[src/rtl/tl_phase_scheduler_if.sv]
// Signal bundle between the intersection phase scheduler and its surroundings:
// raw sensor/request inputs in, lamp vectors, seconds count and tick strobe out.
interface tl_phase_scheduler_if;
  logic       S;
  logic       PED;
  logic       EMRG;
  logic [2:0] MLED;
  logic [2:0] CLED;
  logic [7:0] Num;
  logic       WALK;
  logic       TICK;

  modport master (output S, PED, EMRG, input MLED, CLED, Num, WALK, TICK);
  modport slave  (input S, PED, EMRG, output MLED, CLED, Num, WALK, TICK);
endinterface

[src/rtl/tl_phase_scheduler.sv]
// Main/side road phase sequencer: 1 s timebase, phase FSM with side demand,
// latched pedestrian request and emergency preempt, registered lamp/count outputs.
module tl_phase_scheduler #(
  parameter int TICK_DIV = 50000000,
  parameter int G_MAIN   = 60,
  parameter int G_SIDE   = 20,
  parameter int Y_TIME   = 4,
  parameter int R_CLR    = 2
) (
  input logic                CLK,
  input logic                RST,
  tl_phase_scheduler_if.slave bus
);
  localparam int CNT_W = $clog2(TICK_DIV);

  typedef enum logic [2:0] {MG, MY, AR1, SG, SY, AR2} state_t;

  logic [CNT_W-1:0] cnt;
  logic             tick;
  logic [2:0]       sync_p0, sync_p1;
  logic             s_q, p_q, e_q;
  logic             ped_lat, ped_srv, side_dem, enter_sg;
  state_t           state, state_nx;
  logic [7:0]       num, num_nx;
  logic [2:0]       mled, cled;
  logic             walk;

  function automatic logic [6:0] lamps(state_t st);
    logic [6:0] v;
    v = {3'b100, 3'b100, 1'b0};
    case (st)
      MG:      v = {3'b001, 3'b100, 1'b0};
      MY:      v = {3'b010, 3'b100, 1'b0};
      SG:      v = {3'b100, 3'b001, 1'b1};
      SY:      v = {3'b100, 3'b010, 1'b0};
      default: v = {3'b100, 3'b100, 1'b0};
    endcase
    return v;
  endfunction

  // Timebase: wraps at TICK_DIV-1; that cycle is the only one where phases advance
  assign tick = (cnt == CNT_W'(TICK_DIV - 1));

  always_ff @(posedge CLK or negedge RST) begin
    if (!RST) cnt <= '0;
    else      cnt <= tick ? '0 : cnt + 1'b1;
  end

  // Two-flop synchronizers for {EMRG, PED, S}
  always_ff @(posedge CLK or negedge RST) begin
    if (!RST) begin
      sync_p0 <= '0;
      sync_p1 <= '0;
    end else begin
      sync_p0 <= {bus.EMRG, bus.PED, bus.S};
      sync_p1 <= sync_p0;
    end
  end

  assign s_q      = sync_p1[0];
  assign p_q      = sync_p1[1];
  assign e_q      = sync_p1[2];
  assign side_dem = s_q | ped_lat;
  assign enter_sg = (state_nx == SG) && (state != SG);

  always_ff @(posedge CLK or negedge RST) begin
    if (!RST) begin
      state <= MG;
      num   <= 8'(G_MAIN);
      mled  <= 3'b001;
      cled  <= 3'b100;
      walk  <= 1'b0;
    end else begin
      state <= state_nx;
      num   <= num_nx;
      {mled, cled, walk} <= lamps(state_nx);
    end
  end

  // A pedestrian request consumed on SG entry keeps SG alive for its full walk time
  always_ff @(posedge CLK or negedge RST) begin
    if (!RST) begin
      ped_lat <= 1'b0;
      ped_srv <= 1'b0;
    end else begin
      if (enter_sg)  ped_lat <= 1'b0;
      else if (p_q)  ped_lat <= 1'b1;
      if (enter_sg)              ped_srv <= ped_lat | p_q;
      else if (state_nx != SG)   ped_srv <= 1'b0;
    end
  end

  always_comb begin
    state_nx = state;
    num_nx   = num;
    case (state)
      MG: if (tick && !e_q) begin
        if (num != 8'd0)    num_nx = num - 8'd1;
        else if (side_dem) begin state_nx = MY; num_nx = 8'(Y_TIME); end
        else                num_nx = 8'(G_MAIN);
      end
      MY: if (tick) begin
        if (num != 8'd0) num_nx = num - 8'd1;
        else begin state_nx = AR1; num_nx = 8'(R_CLR); end
      end
      AR1: if (tick) begin
        if (num != 8'd0) num_nx = num - 8'd1;
        else if (e_q)    begin state_nx = MG; num_nx = 8'(G_MAIN); end
        else             begin state_nx = SG; num_nx = 8'(G_SIDE); end
      end
      SG: if (tick) begin
        if (e_q || (!s_q && !ped_lat && !ped_srv) || num == 8'd0) begin
          state_nx = SY;
          num_nx   = 8'(Y_TIME);
        end else num_nx = num - 8'd1;
      end
      SY: if (tick) begin
        if (num != 8'd0) num_nx = num - 8'd1;
        else begin state_nx = AR2; num_nx = 8'(R_CLR); end
      end
      AR2: if (tick) begin
        if (num != 8'd0) num_nx = num - 8'd1;
        else begin state_nx = MG; num_nx = 8'(G_MAIN); end
      end
      default: begin
        state_nx = MG;
        num_nx   = 8'(G_MAIN);
      end
    endcase
  end

  assign bus.MLED = mled;
  assign bus.CLED = cled;
  assign bus.Num  = num;
  assign bus.WALK = walk;
  assign bus.TICK = tick;
endmodule

[src/flat_wrapper.sv]
// flat-port wrapper written by rule: the top's interface ports become plain ports
module tl_phase_scheduler_flat 
#(
  parameter int TICK_DIV = 50000000,
  parameter int G_MAIN   = 60,
  parameter int G_SIDE   = 20,
  parameter int Y_TIME   = 4,
  parameter int R_CLR    = 2
)
  (CLK, RST, bus_S, bus_PED, bus_EMRG, bus_MLED, bus_CLED, bus_Num, bus_WALK, bus_TICK);
  tl_phase_scheduler_if bus_i ();
  input logic CLK;
  input logic RST;
  input wire logic [$bits(bus_i.S)-1:0] bus_S;
  input wire logic [$bits(bus_i.PED)-1:0] bus_PED;
  input wire logic [$bits(bus_i.EMRG)-1:0] bus_EMRG;
  output wire logic [$bits(bus_i.MLED)-1:0] bus_MLED;
  output wire logic [$bits(bus_i.CLED)-1:0] bus_CLED;
  output wire logic [$bits(bus_i.Num)-1:0] bus_Num;
  output wire logic [$bits(bus_i.WALK)-1:0] bus_WALK;
  output wire logic [$bits(bus_i.TICK)-1:0] bus_TICK;
  assign bus_i.S = bus_S;
  assign bus_i.PED = bus_PED;
  assign bus_i.EMRG = bus_EMRG;
  assign bus_MLED = bus_i.MLED;
  assign bus_CLED = bus_i.CLED;
  assign bus_Num = bus_i.Num;
  assign bus_WALK = bus_i.WALK;
  assign bus_TICK = bus_i.TICK;
  tl_phase_scheduler #(.TICK_DIV(TICK_DIV), .G_MAIN(G_MAIN), .G_SIDE(G_SIDE), .Y_TIME(Y_TIME), .R_CLR(R_CLR)) u_core (.CLK(CLK), .RST(RST), .bus(bus_i));
endmodule
[config.mk]
export PLATFORM = sky130hd
export DESIGN_NAME = tl_phase_scheduler_flat
export DESIGN_NICKNAME = d
export VERILOG_FILES = /design/src/rtl/tl_phase_scheduler_if.sv /design/src/rtl/tl_phase_scheduler.sv /design/src/flat_wrapper.sv
export SDC_FILE = /design/constraint.sdc
export NUM_CORES = 1
export LEC_CHECK = 0
export ABC_CLOCK_PERIOD_IN_PS = 5800
export BUFFER_PORTS_ARGS = -buffer_cell sky130_fd_sc_hd__buf_4
export CORE_UTILIZATION = 46
export DETAILED_ROUTE_END_ITERATION = 10
export PLACE_DENSITY = 0.74
export REMOVE_ABC_BUFFERS = 1
export SYNTH_ARGS = -nofsm -noshare
export SYNTH_HDL_FRONTEND = slang
export SYNTH_SLANG_ARGS = --single-unit
[constraint.sdc]
create_clock -name CLK -period 5.8 [get_ports CLK]
set_input_delay 0.58 -clock CLK [delete_from_list [all_inputs] [get_ports CLK]]
set_output_delay 0.58 -clock CLK [all_outputs]
set_load 0.03 [all_outputs]
==> results of run 1 <==
==> cell type report <==
type                            instances  area, sq um  share of cell area
Tap cell                               72         90.1              0.0310
Clock buffer                            7         76.3              0.0263
Clock inverter                          1         30.0              0.0103
Timing Repair Buffer                   20          150              0.0517
Inverter                                6         22.5             0.00776
Multi-Input combinational cell        197         1250               0.430
Sequential cell                        51         1280               0.442
==> Yosys cell counts, types with 3 or more instances <==
cell type  number  area (sq um)
buf_2           4          20.0
nand2_1        23          86.3
dfrtp_1        45          1130
xnor2_1         5          43.8
nor4_1          3          18.8
nor3_2          3          30.0
o21ai_1         3          15.0
nand4_1         7          43.8
dfstp_2         6           158
xor2_1         20           175
ha_1            3          37.5
a31oi_1         5          31.3
nor2_1         36           135
clkbuf_1        3          11.3
nand3_1        14          70.1
o21bai_1        3          22.5
a21oi_1        12          60.1
nor3_1          9          45.0
and4_1          4          35.0
inv_1           5          18.8
a22oi_1         3          22.5
o21ai_0         5          25.0
==> worst max-delay path: stages (launching register included) <==
cell and delay, ps:
dfrtp_1 400, ha_1 200, and3_1 310, nand2_1 130, or4_4 570, inv_2 330
buf_4 240
==> metal layers <==
layer  part of all wire  global-route usage
met5                  0                   0
met4              0.019              0.0679
met3              0.052              0.0329
met2               0.48               0.292
met1               0.45               0.240
==> cell families (layout without fill, tap and decap cells) <==
| group | Yosys count | in the layout | share of synthesized area |
|---|---|---|---|
| simple gates | 121 | 121 | 0.253 |
| flops | 51 | 51 | 0.491 |
| fa+ha+maj | 3 | 3 | 0.0143 |
| xor+xnor | 25 | 25 | 0.0837 |
| buf+inv | 17 | 34 | 0.0320 |
| compound gates | 48 | 48 | 0.127 |
==> flip-flops by register name, indices dropped and copies added (netlist names) <==
register / count
u_core.bus.CLED: 3
u_core.ped_lat: 1
u_core.cnt: 26
u_core.sync_p0: 3
u_core.state: 3
u_core.bus.Num: 8
u_core.bus.MLED: 3
u_core.ped_srv: 1
u_core.sync_p1: 3
==> worst min path at each step <==
stage / slack, ps / cells after the start / startpoint / to
global route: 340 / 1 / RST / u_core.cnt[9]
CTS: 310 / 1 / RST / u_core.cnt[23]
floorplan: 280 / 0 / RST / u_core.bus.CLED[0]
detailed placement: 330 / 0 / u_core.sync_p0[1] / u_core.sync_p1[1]
finish: 290 / 1 / RST / u_core.bus.Num[6]
global placement: 330 / 0 / u_core.sync_p0[1] / u_core.sync_p1[1]
==> power by group through the flow <==
| stage | clock [W] | combinational (W) | sequential (W) |
|---|---|---|---|
| 6_report | 0.000241 | 0.0000106 | 0.000359 |
| 5_1_grt | 0.000263 | 0.0000126 | 0.000359 |
| 4_1_cts | 0.000245 | 0.0000112 | 0.000359 |
| 3_5_place_dp | 0 | 0.0000111 | 0.000366 |
| 3_3_place_gp | 0 | 0.0000110 | 0.000366 |
| 2_1_floorplan | 0 | 0.00000180 | 0.000366 |
==> through the flow <==
step | cells | hold WS (ps) | setup WS [ps] | total power [W] | area (sq um)
detailed placement | 346 | 335 | 3080 | 0.000377 | 2800
global route | 354 | 342 | 2640 | 0.000634 | 2900
floorplan | 254 | 284 | 3410 | 0.000367 | 2550
finish | 354 | 288 | 2740 | 0.000611 | 2900
global placement | 346 | 334 | 3150 | 0.000377 | 2800
CTS | 354 | 311 | 2740 | 0.000616 | 2900
==> impl_metrics.env, run 1 <==
export IMPL_status="completed"
export IMPL_post_route_util=0.527
export IMPL_timing_rr_start="u_core.cnt[0]"
export IMPL_syn_to_final_growth_pct=10.9
export IMPL_tritoncts="built"
export IMPL_p_seq_frac=0.588
export IMPL_grt_max_degree=52
export IMPL_initial_core_util=0.475
export IMPL_grt_usage=0.180
export IMPL_ys_types=55
export IMPL_period_share=0.528
export IMPL_worst_pin_slew_ps=874
export IMPL_cts_buffers=5
export IMPL_switching_share=0.199
export IMPL_combPwrFrac=0.017
export IMPL_syn_instance_count=265
export IMPL_finalWirelength_mm=4.98
export IMPL_critPathKind="reg2out"
export IMPL_synth_seq_cells=51
export IMPL_postSynthAreaPerCell_sq_um=9.87
export IMPL_vias_per_cell=5.72
export IMPL_cp_arrival_ps=2480
export IMPL_drt_pass1_iterations=7
export IMPL_cp_startpoint="u_core.cnt[0]"
export IMPL_path_clk_slew_ps=80
export IMPL_num_fill_cells=494
export IMPL_critPathRequiredTime_ps=5220
export IMPL_setup_tns_ps=0
export IMPL_port_buffers=20
export IMPL_htreeDepth=2
export IMPL_ys_warn_count=0
export IMPL_core_sq_mm=0.00551
export IMPL_p_switching_w=0.000122
export IMPL_synth_edf_count=0
export IMPL_endpoint="bus_TICK"
export IMPL_vias=2026
export IMPL_die_x_um=77.4
export IMPL_clockRootBuffer="clkbuf_8"
export IMPL_grt_pass1_wl_mm=8.58
export IMPL_ctsResizeCount=0
export IMPL_n_antenna_cell=0
export IMPL_ant_nets=0
export IMPL_routedWlPerCell_um=14.1
export IMPL_clock_fmax_mhz=326
export IMPL_crit_fanout=21
export IMPL_ir_worst_vdd_mv=0.100
export IMPL_worstRegToRegCells=8
export IMPL_rsz0062_at_grt="no"
export IMPL_mostFrequentLayoutCells="45 x dfrtp_1, 36 x nor2_1, 23 x nand2_1, 20 x xor2_1, 20 x buf_4"
export IMPL_skew_ps=16.2
export IMPL_numClockSinks=51
export IMPL_postCtsHoldBufs=0
export IMPL_layout_drive_gt1_share=0.170
export IMPL_fin_nets=289
export IMPL_maxSlewViolCount=0
export IMPL_r2r_slack_ps=3140
export IMPL_hp_class="in2async"
export IMPL_cap_violations=0
export IMPL_clock_path_buffers=2
export IMPL_gp_congestion=0.823
export IMPL_slew_limit_headroom=0.416
export IMPL_ys_seq_area_frac=0.491
export IMPL_p_leak_nw=1.26
export IMPL_drt_iter0_drc=179
export IMPL_mostFrequentLayoutCell="dfrtp_1"
export IMPL_die_h_um=77.4
export IMPL_setup_viol=0
export IMPL_p_int_w=0.000489
export IMPL_clkPwrFrac=0.395
export IMPL_hold_viol=0
export IMPL_antenna_found_initial=0
export IMPL_fin_crit_ps=3060
export IMPL_dieArea_sq_mm=0.00599
export IMPL_grt_overflow_total=0
export IMPL_synthFlopType="dfrtp_1"
export IMPL_cts_setup_buffers=0
export IMPL_drc=0
export IMPL_rows=27
export IMPL_grt_pass1_vias=1853
export IMPL_clk_latency_ps=310
export IMPL_worstSetupStartpointType="register"
export IMPL_async_flop_share=1.00
export IMPL_cp_end_kind="output pin"
export IMPL_powerDensity_mw_per_mm2=210
export IMPL_io_pins=21
export IMPL_syn_cell_area_sq_mm=0.00262
export IMPL_r2r_end="u_core.bus.MLED[0]"
export IMPL_hpwl_mm=3.44
No activity file was read; power rests on OpenSTA's default activity.
==> run 2: changes to the inputs <==
--- a/config.mk
+++ b/config.mk
@@ -5,7 +5,7 @@
 export SDC_FILE = /design/constraint.sdc
 export NUM_CORES = 1
 export LEC_CHECK = 0
-export ABC_CLOCK_PERIOD_IN_PS = 5800
+export ABC_CLOCK_PERIOD_IN_PS = 2900
 export BUFFER_PORTS_ARGS = -buffer_cell sky130_fd_sc_hd__buf_4
 export CORE_UTILIZATION = 46
 export DETAILED_ROUTE_END_ITERATION = 10
==> constraint.sdc (replaced) <==
create_clock -name CLK -period 2.9 [get_ports CLK]
set_input_delay 0.29 -clock CLK [delete_from_list [all_inputs] [get_ports CLK]]
set_output_delay 0.29 -clock CLK [all_outputs]
set_load 0.03 [all_outputs]
==> impl_metrics.env, run 2 (same netlist as run 1, synthesis figures left out) <==
export IMPL_status="completed"
export IMPL_worst_pin_slew_ps=716
export IMPL_largest_reg_flops=26
export IMPL_p_leak_nw=1.30
export IMPL_grt_pass1_wl_mm=8.69
export IMPL_ant_nets=0
export IMPL_placed_area_sq_mm=0.00286
export IMPL_antenna_found_initial=0
export IMPL_initial_core_util=0.475
export IMPL_cp_startpoint="u_core.cnt[0]"
export IMPL_postCtsHoldBufs=0
export IMPL_critPathRequiredTime_ps=2610
export IMPL_die_h_um=77.4
export IMPL_syn_to_final_growth_pct=13.1
export IMPL_hold_viol=0
export IMPL_worstRegToRegCells=7
export IMPL_setup_tns_ps=0
export IMPL_clock_fmax_mhz=389
export IMPL_setup_slack_ps=331
export IMPL_clockRootBuffer="clkbuf_8"
export IMPL_clock_path_buffers=2
export IMPL_fin_crit_ps=2570
export IMPL_rows=27
export IMPL_grt_max_degree=52
export IMPL_cp_end_kind="output pin"
export IMPL_n_antenna_cell=0
export IMPL_total_power_w=0.00118
export IMPL_final_area_sq_mm=0.00296
export IMPL_gp_congestion=0.859
export IMPL_drt_pass1_iterations=4
export IMPL_timing_rr_start="u_core.cnt[0]"
export IMPL_mostFrequentLayoutCells="45 x dfrtp_1, 36 x nor2_1, 28 x buf_4, 23 x nand2_1, 20 x xor2_1"
export IMPL_htreeDepth=2
export IMPL_grt_overflow_total=0
export IMPL_mostFrequentLayoutCell="dfrtp_1"
export IMPL_skew_ps=11.7
export IMPL_grt_usage=0.183
export IMPL_numClockSinks=51
export IMPL_finalWirelength_mm=5.18
export IMPL_core_sq_mm=0.00551
export IMPL_port_buffers=20
export IMPL_crit_fanout=7
export IMPL_setup_viol=0
export IMPL_seq_area_sq_mm=0.00128
export IMPL_routedWlPerCell_um=14.3
export IMPL_drc=0
export IMPL_rsz0062_at_grt="no"
export IMPL_die_x_um=77.4
export IMPL_tritoncts="built"
export IMPL_vias_per_cell=5.56
export IMPL_cap_violations=0
export IMPL_path_clk_slew_ps=90
export IMPL_num_fill_cells=496
export IMPL_cts_buffers=5
export IMPL_worstSetupStartpointType="register"
export IMPL_multi_input_area_sq_mm=0.00125
export IMPL_powerDensity_mw_per_mm2=399
export IMPL_hp_class="in2async"
export IMPL_drt_iter0_drc=113
export IMPL_fin_nets=297
export IMPL_maxSlewViolCount=0
export IMPL_dieArea_sq_mm=0.00599
export IMPL_dpl_worst_slack_ps=535
export IMPL_hold_worst_slack_ps=2.22
export IMPL_ir_worst_vdd_mv=0.276
export IMPL_cts_setup_buffers=0
export IMPL_period_share=0.886
export IMPL_io_pins=21
export IMPL_clk_latency_ps=300
export IMPL_top_register="u_core.cnt"
export IMPL_slew_limit_headroom=0.517
export IMPL_grt_pass1_vias=1847
export IMPL_hpwl_mm=3.63
export IMPL_vias=2013
export IMPL_cp_arrival_ps=2280
export IMPL_layout_drive_gt1_share=0.200
export IMPL_ctsResizeCount=0
export IMPL_critPathKind="reg2out"
[run 2: metal layers]
layer  global-route usage  part of all wire
met1                0.267              0.51
met2                0.282              0.44
met3               0.0306             0.041
met4               0.0472            0.0083
met5                    0                 0
[run 2: through the flow]
| stage | util | cells |
|---|---|---|
| finish | 0.537 | 362 |
| global route | 0.537 | 362 |
| CTS | 0.537 | 362 |
| detailed placement | 0.519 | 354 |
| global placement | 0.519 | 354 |
| floorplan | - | 254 |
[run 2: power breakdown]
| group | internal (W) | total (W) | switching [W] |
|---|---|---|---|
| Combinational | 0.00000539 | 0.0000223 | 0.0000169 |
| Sequential | 0.000715 | 0.000718 | 0.00000307 |
| Clock | 0.000217 | 0.000441 | 0.000224 |
| Total | 0.000938 | 0.00118 | 0.000244 |
[run 2: critical path, stage by stage (launching register included)]
cell and delay [ps]:
dfrtp_1 390, ha_1 200, and3_1 310, nand2_1 140, or4_4 580, inv_2 170
buf_4 190
[run 2: layout make-up]
cell class / instances / area share
Sequential cell: 51 / 0.434
Multi-Input combinational cell: 197 / 0.422
Timing Repair Buffer: 28 / 0.0710
Clock buffer: 7 / 0.0326
Tap cell: 72 / 0.0304
Inverter: 6 / 0.00761
Clock inverter: 1 / 0.00254
[run 2: final timing paths]
kind,endpoint,slack (ps)
setup / recovery,bus_TICK,330
hold / removal,u_core.bus.Num[7],2
setup reg to reg,u_core.bus.Num[6],470
hold reg to reg,u_core.sync_p1[0],350
max in group asynchronous,u_core.ped_lat,2470
min in group CLK,u_core.sync_p0[1],100
